**src/rtl/interrupt_sequencer_pkg.sv**
```systemverilog
// interrupt_sequencer_pkg
//   Shared types and constants for the interrupt entry/exit sequencer:
//   sequencer state encoding, the bundle of per-state control strobes and
//   the helper that maps a state onto those strobes.
package interrupt_sequencer_pkg;

  localparam int          INTSEQ_DATA_W = 16;
  localparam logic [15:0] INT_VEC_ADDR  = 16'h0001;

  typedef enum logic [2:0] {
    INTSEQ_IDLE   = 3'd0,
    INTSEQ_WAIT   = 3'd1,  // request pending, waiting for an instruction boundary
    INTSEQ_PUSHPC = 3'd2,
    INTSEQ_PUSHF  = 3'd3,
    INTSEQ_VECRD  = 3'd4,
    INTSEQ_VECLD  = 3'd5,
    INTSEQ_ISR    = 3'd6,
    INTSEQ_POPF   = 3'd7
  } intseq_state_e;

  // Control strobes seen by the datapath / control unit.
  typedef struct packed {
    logic hw_int;
    logic push_flags;
    logic pop_flags;
    logic vec_read;
    logic pc_load;
    logic stall_fetch;
    logic in_service;
  } intseq_ctl_t;

  // Moore decode: which strobes are active while sitting in state s.
  function automatic intseq_ctl_t intseq_decode(input intseq_state_e s);
    intseq_ctl_t c;
    c = 7'b000_0000;
    case (s)
      INTSEQ_PUSHPC: begin
        c.hw_int      = 1'b1;
        c.stall_fetch = 1'b1;
      end
      INTSEQ_PUSHF: begin
        c.push_flags  = 1'b1;
        c.stall_fetch = 1'b1;
      end
      INTSEQ_VECRD: begin
        c.vec_read    = 1'b1;
        c.stall_fetch = 1'b1;
      end
      INTSEQ_VECLD: begin
        c.pc_load     = 1'b1;
        c.stall_fetch = 1'b1;
        c.in_service  = 1'b1;
      end
      INTSEQ_ISR: begin
        c.in_service  = 1'b1;
      end
      INTSEQ_POPF: begin
        c.pop_flags   = 1'b1;
        c.stall_fetch = 1'b1;
        c.in_service  = 1'b1;
      end
      default: begin
        c = 7'b000_0000;
      end
    endcase
    return c;
  endfunction

endpackage

```
**src/rtl/interrupt_sequencer_if.sv**
```systemverilog
// interrupt_sequencer_if
//   Bundles the sequencer's pin/pipeline inputs and its control outputs.
//   master : the surrounding CPU/pad logic (drives requests, reads strobes)
//   slave  : the interrupt sequencer itself
//   Inputs to sequencer : int_pin, inst_boundary, rti_retire, vec_data
//   Outputs             : is_hardware_int, push_flags, pop_flags, vec_read,
//                         vec_addr, pc_load, pc_load_value, stall_fetch,
//                         in_service
interface interrupt_sequencer_if
  import interrupt_sequencer_pkg::*;
#(
  parameter int DATA_W = INTSEQ_DATA_W
);
  logic              int_pin;
  logic              inst_boundary;
  logic              rti_retire;
  logic [DATA_W-1:0] vec_data;

  logic              is_hardware_int;
  logic              push_flags;
  logic              pop_flags;
  logic              vec_read;
  logic [DATA_W-1:0] vec_addr;
  logic              pc_load;
  logic [DATA_W-1:0] pc_load_value;
  logic              stall_fetch;
  logic              in_service;

  modport master (
    output int_pin, inst_boundary, rti_retire, vec_data,
    input  is_hardware_int, push_flags, pop_flags, vec_read, vec_addr,
           pc_load, pc_load_value, stall_fetch, in_service
  );

  modport slave (
    input  int_pin, inst_boundary, rti_retire, vec_data,
    output is_hardware_int, push_flags, pop_flags, vec_read, vec_addr,
           pc_load, pc_load_value, stall_fetch, in_service
  );
endinterface

```
**src/rtl/interrupt_sequencer.sv**
```systemverilog
// interrupt_sequencer
//   Turns a rising edge on the interrupt pin into the interrupt entry
//   sequence (PC push, flags push, vector read, PC load), then holds off
//   further interrupts until RTI retires and the flags are popped.
//   Ports:
//     clk  - system clock, rising-edge
//     rst  - asynchronous active-high reset, aborts any sequence in flight
//     bus  - interrupt_sequencer_if.slave (requests in, control strobes out)
module interrupt_sequencer
  import interrupt_sequencer_pkg::*;
#(
  parameter int              DATA_W   = INTSEQ_DATA_W,
  parameter logic [DATA_W-1:0] VEC_ADDR = DATA_W'(INT_VEC_ADDR)
) (
  input  logic                  clk,
  input  logic                  rst,
  interrupt_sequencer_if.slave  bus
);

  intseq_state_e     state_q, state_d;
  logic              int_q;
  logic              pending_q, pending_d;
  intseq_ctl_t       ctl_q, ctl_d;
  logic [DATA_W-1:0] vec_addr_q, vec_addr_d;
  logic [DATA_W-1:0] isr_addr_q, isr_addr_d;
  logic              rise_s;
  logic              take_s;

  assign rise_s = bus.int_pin & ~int_q;
  // A request is consumed the moment the sequencer commits to the PC push.
  assign take_s = (state_q == INTSEQ_WAIT) & bus.inst_boundary;

  // Next-state, pending-request and output-register input logic.
  always_comb begin
    state_d = state_q;
    case (state_q)
      INTSEQ_IDLE: begin
        if (pending_q) state_d = INTSEQ_WAIT;
        else           state_d = INTSEQ_IDLE;
      end
      INTSEQ_WAIT: begin
        if (bus.inst_boundary) state_d = INTSEQ_PUSHPC;
        else                   state_d = INTSEQ_WAIT;
      end
      INTSEQ_PUSHPC: state_d = INTSEQ_PUSHF;
      INTSEQ_PUSHF:  state_d = INTSEQ_VECRD;
      INTSEQ_VECRD:  state_d = INTSEQ_VECLD;
      INTSEQ_VECLD:  state_d = INTSEQ_ISR;
      INTSEQ_ISR: begin
        // rti_retire only matters here; elsewhere it is ignored.
        if (bus.rti_retire) state_d = INTSEQ_POPF;
        else                state_d = INTSEQ_ISR;
      end
      INTSEQ_POPF:   state_d = INTSEQ_IDLE;
      default:       state_d = INTSEQ_IDLE;
    endcase

    // Clearing on take wins over a coincident edge: that edge is absorbed
    // into the request being serviced. Only one request is ever queued.
    pending_d = pending_q;
    if (take_s)      pending_d = 1'b0;
    else if (rise_s) pending_d = 1'b1;
    else             pending_d = pending_q;

    // Strobes are decoded from the next state and registered, so they line
    // up exactly with the state register without a combinational path.
    ctl_d = intseq_decode(state_d);

    vec_addr_d = {DATA_W{1'b0}};
    if (ctl_d.vec_read) vec_addr_d = VEC_ADDR;
    else                vec_addr_d = {DATA_W{1'b0}};

    // vec_data is valid during VEC_LD only (1-cycle read latency).
    isr_addr_d = isr_addr_q;
    if (state_q == INTSEQ_VECLD) isr_addr_d = bus.vec_data;
    else                         isr_addr_d = isr_addr_q;
  end

  // Edge detector, sequencer state and registered control outputs.
  always_ff @(posedge clk or posedge rst) begin
    if (rst) begin
      state_q    <= INTSEQ_IDLE;
      int_q      <= 1'b0;
      pending_q  <= 1'b0;
      ctl_q      <= 7'b000_0000;
      vec_addr_q <= {DATA_W{1'b0}};
      isr_addr_q <= {DATA_W{1'b0}};
    end else begin
      state_q    <= state_d;
      int_q      <= bus.int_pin;
      pending_q  <= pending_d;
      ctl_q      <= ctl_d;
      vec_addr_q <= vec_addr_d;
      isr_addr_q <= isr_addr_d;
    end
  end

  assign bus.is_hardware_int = ctl_q.hw_int;
  assign bus.push_flags      = ctl_q.push_flags;
  assign bus.pop_flags       = ctl_q.pop_flags;
  assign bus.vec_read        = ctl_q.vec_read;
  assign bus.vec_addr        = vec_addr_q;
  assign bus.pc_load         = ctl_q.pc_load;
  assign bus.stall_fetch     = ctl_q.stall_fetch;
  assign bus.in_service      = ctl_q.in_service;
  // The PC loads at the end of VEC_LD, so the read data must be presented
  // in that same cycle; afterwards the captured copy is held.
  assign bus.pc_load_value   = (state_q == INTSEQ_VECLD) ? bus.vec_data : isr_addr_q;

endmodule

```
**src/flat_wrapper.sv**
```systemverilog
// flat-port wrapper written by rule: the top's interface ports become plain ports
module interrupt_sequencer_flat import interrupt_sequencer_pkg::*;
#(
  parameter int              DATA_W   = INTSEQ_DATA_W,
  parameter logic [DATA_W-1:0] VEC_ADDR = DATA_W'(INT_VEC_ADDR)
)
  (clk, rst, bus_int_pin, bus_inst_boundary, bus_rti_retire, bus_vec_data, bus_is_hardware_int, bus_push_flags, bus_pop_flags, bus_vec_read, bus_vec_addr, bus_pc_load, bus_pc_load_value, bus_stall_fetch, bus_in_service);
  interrupt_sequencer_if #(.DATA_W(DATA_W)) bus_i ();
  input  logic clk;
  input  logic rst;
  input wire logic [$bits(bus_i.int_pin)-1:0] bus_int_pin;
  input wire logic [$bits(bus_i.inst_boundary)-1:0] bus_inst_boundary;
  input wire logic [$bits(bus_i.rti_retire)-1:0] bus_rti_retire;
  input wire logic [$bits(bus_i.vec_data)-1:0] bus_vec_data;
  output wire logic [$bits(bus_i.is_hardware_int)-1:0] bus_is_hardware_int;
  output wire logic [$bits(bus_i.push_flags)-1:0] bus_push_flags;
  output wire logic [$bits(bus_i.pop_flags)-1:0] bus_pop_flags;
  output wire logic [$bits(bus_i.vec_read)-1:0] bus_vec_read;
  output wire logic [$bits(bus_i.vec_addr)-1:0] bus_vec_addr;
  output wire logic [$bits(bus_i.pc_load)-1:0] bus_pc_load;
  output wire logic [$bits(bus_i.pc_load_value)-1:0] bus_pc_load_value;
  output wire logic [$bits(bus_i.stall_fetch)-1:0] bus_stall_fetch;
  output wire logic [$bits(bus_i.in_service)-1:0] bus_in_service;
  assign bus_i.int_pin = bus_int_pin;
  assign bus_i.inst_boundary = bus_inst_boundary;
  assign bus_i.rti_retire = bus_rti_retire;
  assign bus_i.vec_data = bus_vec_data;
  assign bus_is_hardware_int = bus_i.is_hardware_int;
  assign bus_push_flags = bus_i.push_flags;
  assign bus_pop_flags = bus_i.pop_flags;
  assign bus_vec_read = bus_i.vec_read;
  assign bus_vec_addr = bus_i.vec_addr;
  assign bus_pc_load = bus_i.pc_load;
  assign bus_pc_load_value = bus_i.pc_load_value;
  assign bus_stall_fetch = bus_i.stall_fetch;
  assign bus_in_service = bus_i.in_service;
  interrupt_sequencer #(.DATA_W(DATA_W), .VEC_ADDR(VEC_ADDR)) u_core (.clk(clk), .rst(rst), .bus(bus_i));
endmodule
```
**config.mk**
```make
export PLATFORM = sky130hd
export DESIGN_NAME = interrupt_sequencer_flat
export DESIGN_NICKNAME = d
export VERILOG_FILES = /design/src/rtl/interrupt_sequencer_pkg.sv /design/src/rtl/interrupt_sequencer_if.sv /design/src/rtl/interrupt_sequencer.sv /design/src/flat_wrapper.sv
export SDC_FILE = /design/constraint.sdc
export NUM_CORES = 1
export LEC_CHECK = 0
export CAP_MARGIN = 20
export CORE_MARGIN = 4
export CORE_UTILIZATION = 45
export CTS_BUF_LIST = sky130_fd_sc_hd__clkbuf_8
export DETAILED_ROUTE_END_ITERATION = 16
export DONT_BUFFER_PORTS = 1
export PLACE_DENSITY = 0.59
export SLEW_MARGIN = 20
export SYNTH_ARGS = -nofsm -noshare
export SYNTH_HDL_FRONTEND = slang
export SYNTH_SLANG_ARGS = --single-unit
```
**constraint.sdc**
```tcl
create_clock -name clk -period 1.5 [get_ports clk]
set_input_delay 0.375 -clock clk [delete_from_list [all_inputs] [get_ports clk]]
set_output_delay 0.375 -clock clk [all_outputs]
set_load 0.005 [all_outputs]
```
* Word-level counts from Yosys, hierarchy flattened *
Index checks and enable logic that the tools add are counted.

word-level totals
  flip-flop bits (word level) = 29

cells by class
  eq/ne operators = 13
  bitwise operators = 3
  multiplexer cells = 15
  reduce and logical (&&, ||, !) cells = 4

operators with widths
  kind                  count
  $eq A3 B3 Y1 const B  8
  $pmux W3 S8           1
  $mux W16              1
  $eq A3 B2 Y1 const B  4
  $mux W1               12
  $reduce_or A5 Y1      1
  $eq A3 B1 Y1 const B  1
  $logic_not A3 Y1      1
  $reduce_or A3 Y1      1
  $and A1 B1 Y1         2
  $mux W2               1
  $reduce_bool A2 Y1    1
  $not A1 Y1            1

* Depth between registers and ports, before layout *
  depth after elaboration = 5
  gate-level depth with buffers = 4

* Least setup slack after synthesis *
OpenSTA, ideal clock, no wires.

  kind = reg-to-output
  from = reg u_core.state_q[1]
  to = out bus_pc_load_value[0]
  arrival = 1.138 ns
  path slack = -0.013 ns
  path buffers = 2
  cell stages (with the launch flop) = 5
  data required time = 1.125 ns
  cells stage by stage = dfrtp_1 > buf_6 > nand3b_4 > buf_6 > mux2_4

between the ends
  word-level cells in the longest chain between the ends = 2

ends and longest elaborated chain
  element                 line                        source
  start, declared         interrupt_sequencer.sv:20   intseq_state_e state_q, state_d;
  start signal, assigned  interrupt_sequencer.sv:89   state_q <= state_d;
  $eq A3 B3 Y1            interrupt_sequencer.sv:108  assign bus.pc_load_value = (state_q == INTSEQ_VECLD) ? bus.vec_data : isr_addr_q;
  $mux W16                interrupt_sequencer.sv:108
  end, declared           flat_wrapper.sv:21          output wire logic [$bits(bus_i.pc_load_value)-1:0] bus_pc_load_value;

Every way passes these cells.

* Worst setup path in the final report *
  from = reg u_core.state_q[2]
  to = out bus_pc_load_value[10]

The elaborated chain is that of the path after synthesis.

==> run_summary.xml <==
<?xml version="1.0" encoding="UTF-8"?>
<metrics>
  <group name="finish">
    <metric name="mostFrequentLayoutCell" unit="">sky130_fd_sc_hd__dfrtp_1</metric>
    <metric name="top_regs" unit="">u_core.isr_addr_q: 16 flops, u_core.state_q: 3 flops</metric>
    <metric name="layout_common_cells" unit="">sky130_fd_sc_hd__dfrtp_1 (28), sky130_fd_sc_hd__conb_1 (15), sky130_fd_sc_hd__mux2_4 (11)</metric>
    <metric name="final_net_count" unit="">118</metric>
    <metric name="final_layout_size_suffix_gt1_share" unit="%">31.3</metric>
    <metric name="finalInstanceArea" unit="mm²">0.00131</metric>
    <metric name="area_growth" unit="%">5.74</metric>
    <metric name="top_register" unit="">u_core.isr_addr_q</metric>
    <metric name="largest_reg_flops" unit="">16</metric>
    <metric name="n_antenna_cell" unit="">0</metric>
  </group>
  <group name="pwr">
    <metric name="vdd.ir_drop.worst" unit="V">0.00141</metric>
    <metric name="p_leak" unit="nW">0.658</metric>
    <metric name="total_power" unit="W">0.00295</metric>
    <metric name="cellPowerDensity" unit="mW/mm²">2240</metric>
  </group>
  <group name="run">
    <metric name="max-cap-violations" unit="">0</metric>
  </group>
  <group name="synthesis">
    <metric name="syn_area_per_cell" unit="µm²">13.7</metric>
    <metric name="yosysWarningCount" unit="">0</metric>
    <metric name="synth_seq_area_share" unit="%">56.4</metric>
    <metric name="synth.ff_latch_count" unit="">28</metric>
    <metric name="synth_cells" unit="">91</metric>
    <metric name="synth.cell_area" unit="mm²">0.00124</metric>
    <metric name="synthDistinctLibCells" unit="">23</metric>
  </group>
  <group name="timing">
    <metric name="min_cycle_time_layout" unit="ps">1710</metric>
    <metric name="timing.hold.ws" unit="ps">26.5</metric>
    <metric name="tns" unit="ps">-3050</metric>
    <metric name="setup_ws" unit="ps">-212</metric>
    <metric name="setup_violations" unit="">16</metric>
    <metric name="hold_viol" unit="">0</metric>
    <metric name="finalClockSkew" unit="ps">2.64</metric>
    <metric name="rsz_0062_raised_after_global_routing" unit="">yes</metric>
    <metric name="max_freq" unit="MHz">584</metric>
    <metric name="timing.final.max_slew_violations" unit="">0</metric>
    <metric name="period_share" unit="%">114</metric>
  </group>
  <group name="worst_setup_path">
    <metric name="ff2ff_setup_slack" unit="ps">50</metric>
    <metric name="crit_start" unit="">u_core.state_q[2]</metric>
    <metric name="r2r_cells" unit="">4</metric>
    <metric name="worst_setup_path_endpoint" unit="">bus_pc_load_value[10]</metric>
    <metric name="maximum_fanout_encountered_on_the_critical_timing_path" unit="">14</metric>
    <metric name="endpoint_kind" unit="">output pin</metric>
    <metric name="startpoint_type" unit="">flop</metric>
    <metric name="critPathArrivalTime" unit="ps">1340</metric>
    <metric name="crit-reg2reg-capture" unit="">u_core.state_q[0]</metric>
    <metric name="critPathRequiredTime" unit="ps">1120</metric>
    <metric name="critical_path.reg2reg.startpoint" unit="">u_core.state_q[2]</metric>
    <metric name="critPathKind" unit="">reg -&gt; out</metric>
  </group>
  <group name="place">
    <metric name="count_of_input_and_output_buffers" unit="">0</metric>
    <metric name="placed_cell_area" unit="mm²">0.00120</metric>
    <metric name="total_half_perimeter_wirelength_after_legalization_and_detailed_placement" unit="µm">1360</metric>
    <metric name="gpl.final_weighted_congestion" unit="">0.634</metric>
  </group>
  <group name="clock_network">
    <metric name="cts_max_path_buffers" unit="">2</metric>
    <metric name="insertion_delay" unit="ps">280</metric>
    <metric name="clock_tree_from_tritoncts" unit="">yes</metric>
    <metric name="post_cts_hold_buffer_count" unit="">0</metric>
    <metric name="clockRootBuffer" unit="">sky130_fd_sc_hd__clkbuf_8</metric>
    <metric name="cts_htree_levels" unit="">1</metric>
    <metric name="number_of_buffers_added_by_the_clock_tree_synthesis_step" unit="">3</metric>
    <metric name="cts.clk_slew.worst_paths" unit="ps">90</metric>
    <metric name="numClockSinks" unit="">28</metric>
  </group>
  <group name="grt">
    <metric name="vias_in_the_first_global_route" unit="">601</metric>
    <metric name="grt.met2_usage" unit="%">15.6</metric>
    <metric name="antenna_found_initial" unit="">0</metric>
    <metric name="grt_overflow_total" unit="">0</metric>
    <metric name="pin_count_of_the_biggest_net_entering_global_routing" unit="">29</metric>
    <metric name="first_pass_grt_wire_length" unit="µm">2690</metric>
    <metric name="global_route_hottest_layer" unit="">met2</metric>
    <metric name="grt_use_total" unit="%">10.0</metric>
    <metric name="globalRouteMet3Util" unit="%">2.13</metric>
    <metric name="grt_util_met1" unit="%">13.1</metric>
  </group>
  <group name="detailed_routing">
    <metric name="routed_wl" unit="µm">1910</metric>
    <metric name="drt-initial-drc-count" unit="">22</metric>
    <metric name="drt-wirelength-per-cell" unit="µm">15.2</metric>
    <metric name="ant_nets" unit="">0</metric>
    <metric name="routed-via-count" unit="">603</metric>
    <metric name="post-route-drc-count" unit="">0</metric>
    <metric name="drt-pass1-iter-count" unit="">4</metric>
    <metric name="route.detailed.vias_per_inst" unit="">4.79</metric>
  </group>
  <group name="floorplan">
    <metric name="initial_core_util" unit="%">48.8</metric>
    <metric name="io-pin-count" unit="">60</metric>
    <metric name="floorplan.die.width" unit="µm">60.5</metric>
    <metric name="die_h" unit="µm">60.5</metric>
    <metric name="design.die.area" unit="mm²">0.00367</metric>
    <metric name="core_area" unit="mm²">0.00254</metric>
    <metric name="core.rowCount" unit="">18</metric>
  </group>
  <group name="hold_path">
    <metric name="hp-class" unit="">in -&gt; async</metric>
  </group>
  <group name="status">
    <metric name="violated_checks" unit="">setup timing</metric>
    <metric name="outcome" unit="">complete, but fails checks</metric>
  </group>
</metrics>
## worst min path at each step
stage	startpoint	end	slack, ps	depth (start not counted)
after floorplan	bus_int_pin	u_core.int_q	410	0
after global placement	rst	u_core.isr_addr_q[5]	350	2
after detailed placement	rst	u_core.isr_addr_q[5]	350	2
after CTS	rst	u_core.isr_addr_q[5]	40	2
after global routing	rst	u_core.isr_addr_q[5]	60	2
final	rst	u_core.isr_addr_q[5]	30	2
## logic make-up (layout without fill, tap and decap cells)
family | count (synthesis) | count (layout) | share of synthesized area (%)
muxes | 16 | 16 | 17.5
AOI/OAI and AO/OA | 6 | 6 | 2.82
DFF | 28 | 28 | 56.4
other | 1 | 15 | 0.302
buffers and inverters | 22 | 13 | 13.4
and+or+nand+nor | 18 | 18 | 9.57
## metrics by stage
stage,setup slack [ps],util (%),cells
6_report,-212,51.6,126
4_1_cts,-214,51.3,125
5_1_grt,-249,51.6,126
3_3_place_gp,40.0,47.3,119
2_1_floorplan,-13.0,-,105
3_5_place_dp,12.8,47.3,119
## layer usage
layer,wire (µm),vias to the layer above
met5,0,-
met4,25,0
met3,202,2
met2,914,37
met1,766,287
li1,-,277
## power by group
| part | switching [W] | internal, W |
|---|---|---|
| Sequential | 0.000138 | 0.00110 |
| Clock | 0.000236 | 0.000358 |
| Combinational | 0.000501 | 0.000615 |
## area by class of cell
| cell class | count | area, µm² |
|---|---|---|
| multi-input cells | 55 | 432 |
| fillers | 215 | 1230 |
| repair buffers | 7 | 65.1 |
| well taps | 30 | 37.5 |
| clock buffers | 3 | 41.3 |
| inverters | 2 | 7.51 |
| clock inverters | 1 | 30.0 |
| flip-flops and latches | 28 | 701 |
## cells in the mapped netlist
cell | count | area (µm²)
sky130_fd_sc_hd__nor3b_1 | 1 | 7.51
sky130_fd_sc_hd__or2b_1 | 1 | 7.51
sky130_fd_sc_hd__or4_1 | 1 | 7.51
sky130_fd_sc_hd__nand3b_4 | 1 | 20.0
sky130_fd_sc_hd__and3_1 | 1 | 6.26
sky130_fd_sc_hd__buf_2 | 1 | 5.00
sky130_fd_sc_hd__nor2b_1 | 1 | 6.26
sky130_fd_sc_hd__conb_1 | 1 | 3.75
sky130_fd_sc_hd__nand2b_1 | 1 | 6.26
sky130_fd_sc_hd__nand2_1 | 2 | 7.51
sky130_fd_sc_hd__dfrtp_1 | 28 | 701
sky130_fd_sc_hd__mux2_2 | 6 | 67.6
sky130_fd_sc_hd__nor2_1 | 5 | 18.8
sky130_fd_sc_hd__or2_2 | 1 | 6.26
sky130_fd_sc_hd__nor3b_2 | 1 | 12.5
sky130_fd_sc_hd__o21ai_0 | 3 | 15.0
sky130_fd_sc_hd__and2_1 | 2 | 12.5
sky130_fd_sc_hd__buf_6 | 3 | 33.8
sky130_fd_sc_hd__a21oi_1 | 1 | 5.00
sky130_fd_sc_hd__inv_1 | 2 | 7.51
sky130_fd_sc_hd__a211oi_1 | 2 | 15.0
sky130_fd_sc_hd__mux2_4 | 10 | 150
sky130_fd_sc_hd__buf_4 | 16 | 120
## worst max-delay path: stages (launching register included)
cell and delay (ps):
sky130_fd_sc_hd__dfrtp_1 420, sky130_fd_sc_hd__nand3b_4 110, sky130_fd_sc_hd__buf_12 160, sky130_fd_sc_hd__mux2_2 370
## what timing repair did
action / CTS / global route
setup endpoints to repair: 16 / 16
gates resized for setup: 1 / 0
buffers inserted: 2 / 1
Note: power is estimated with default switching activity, not from simulation.
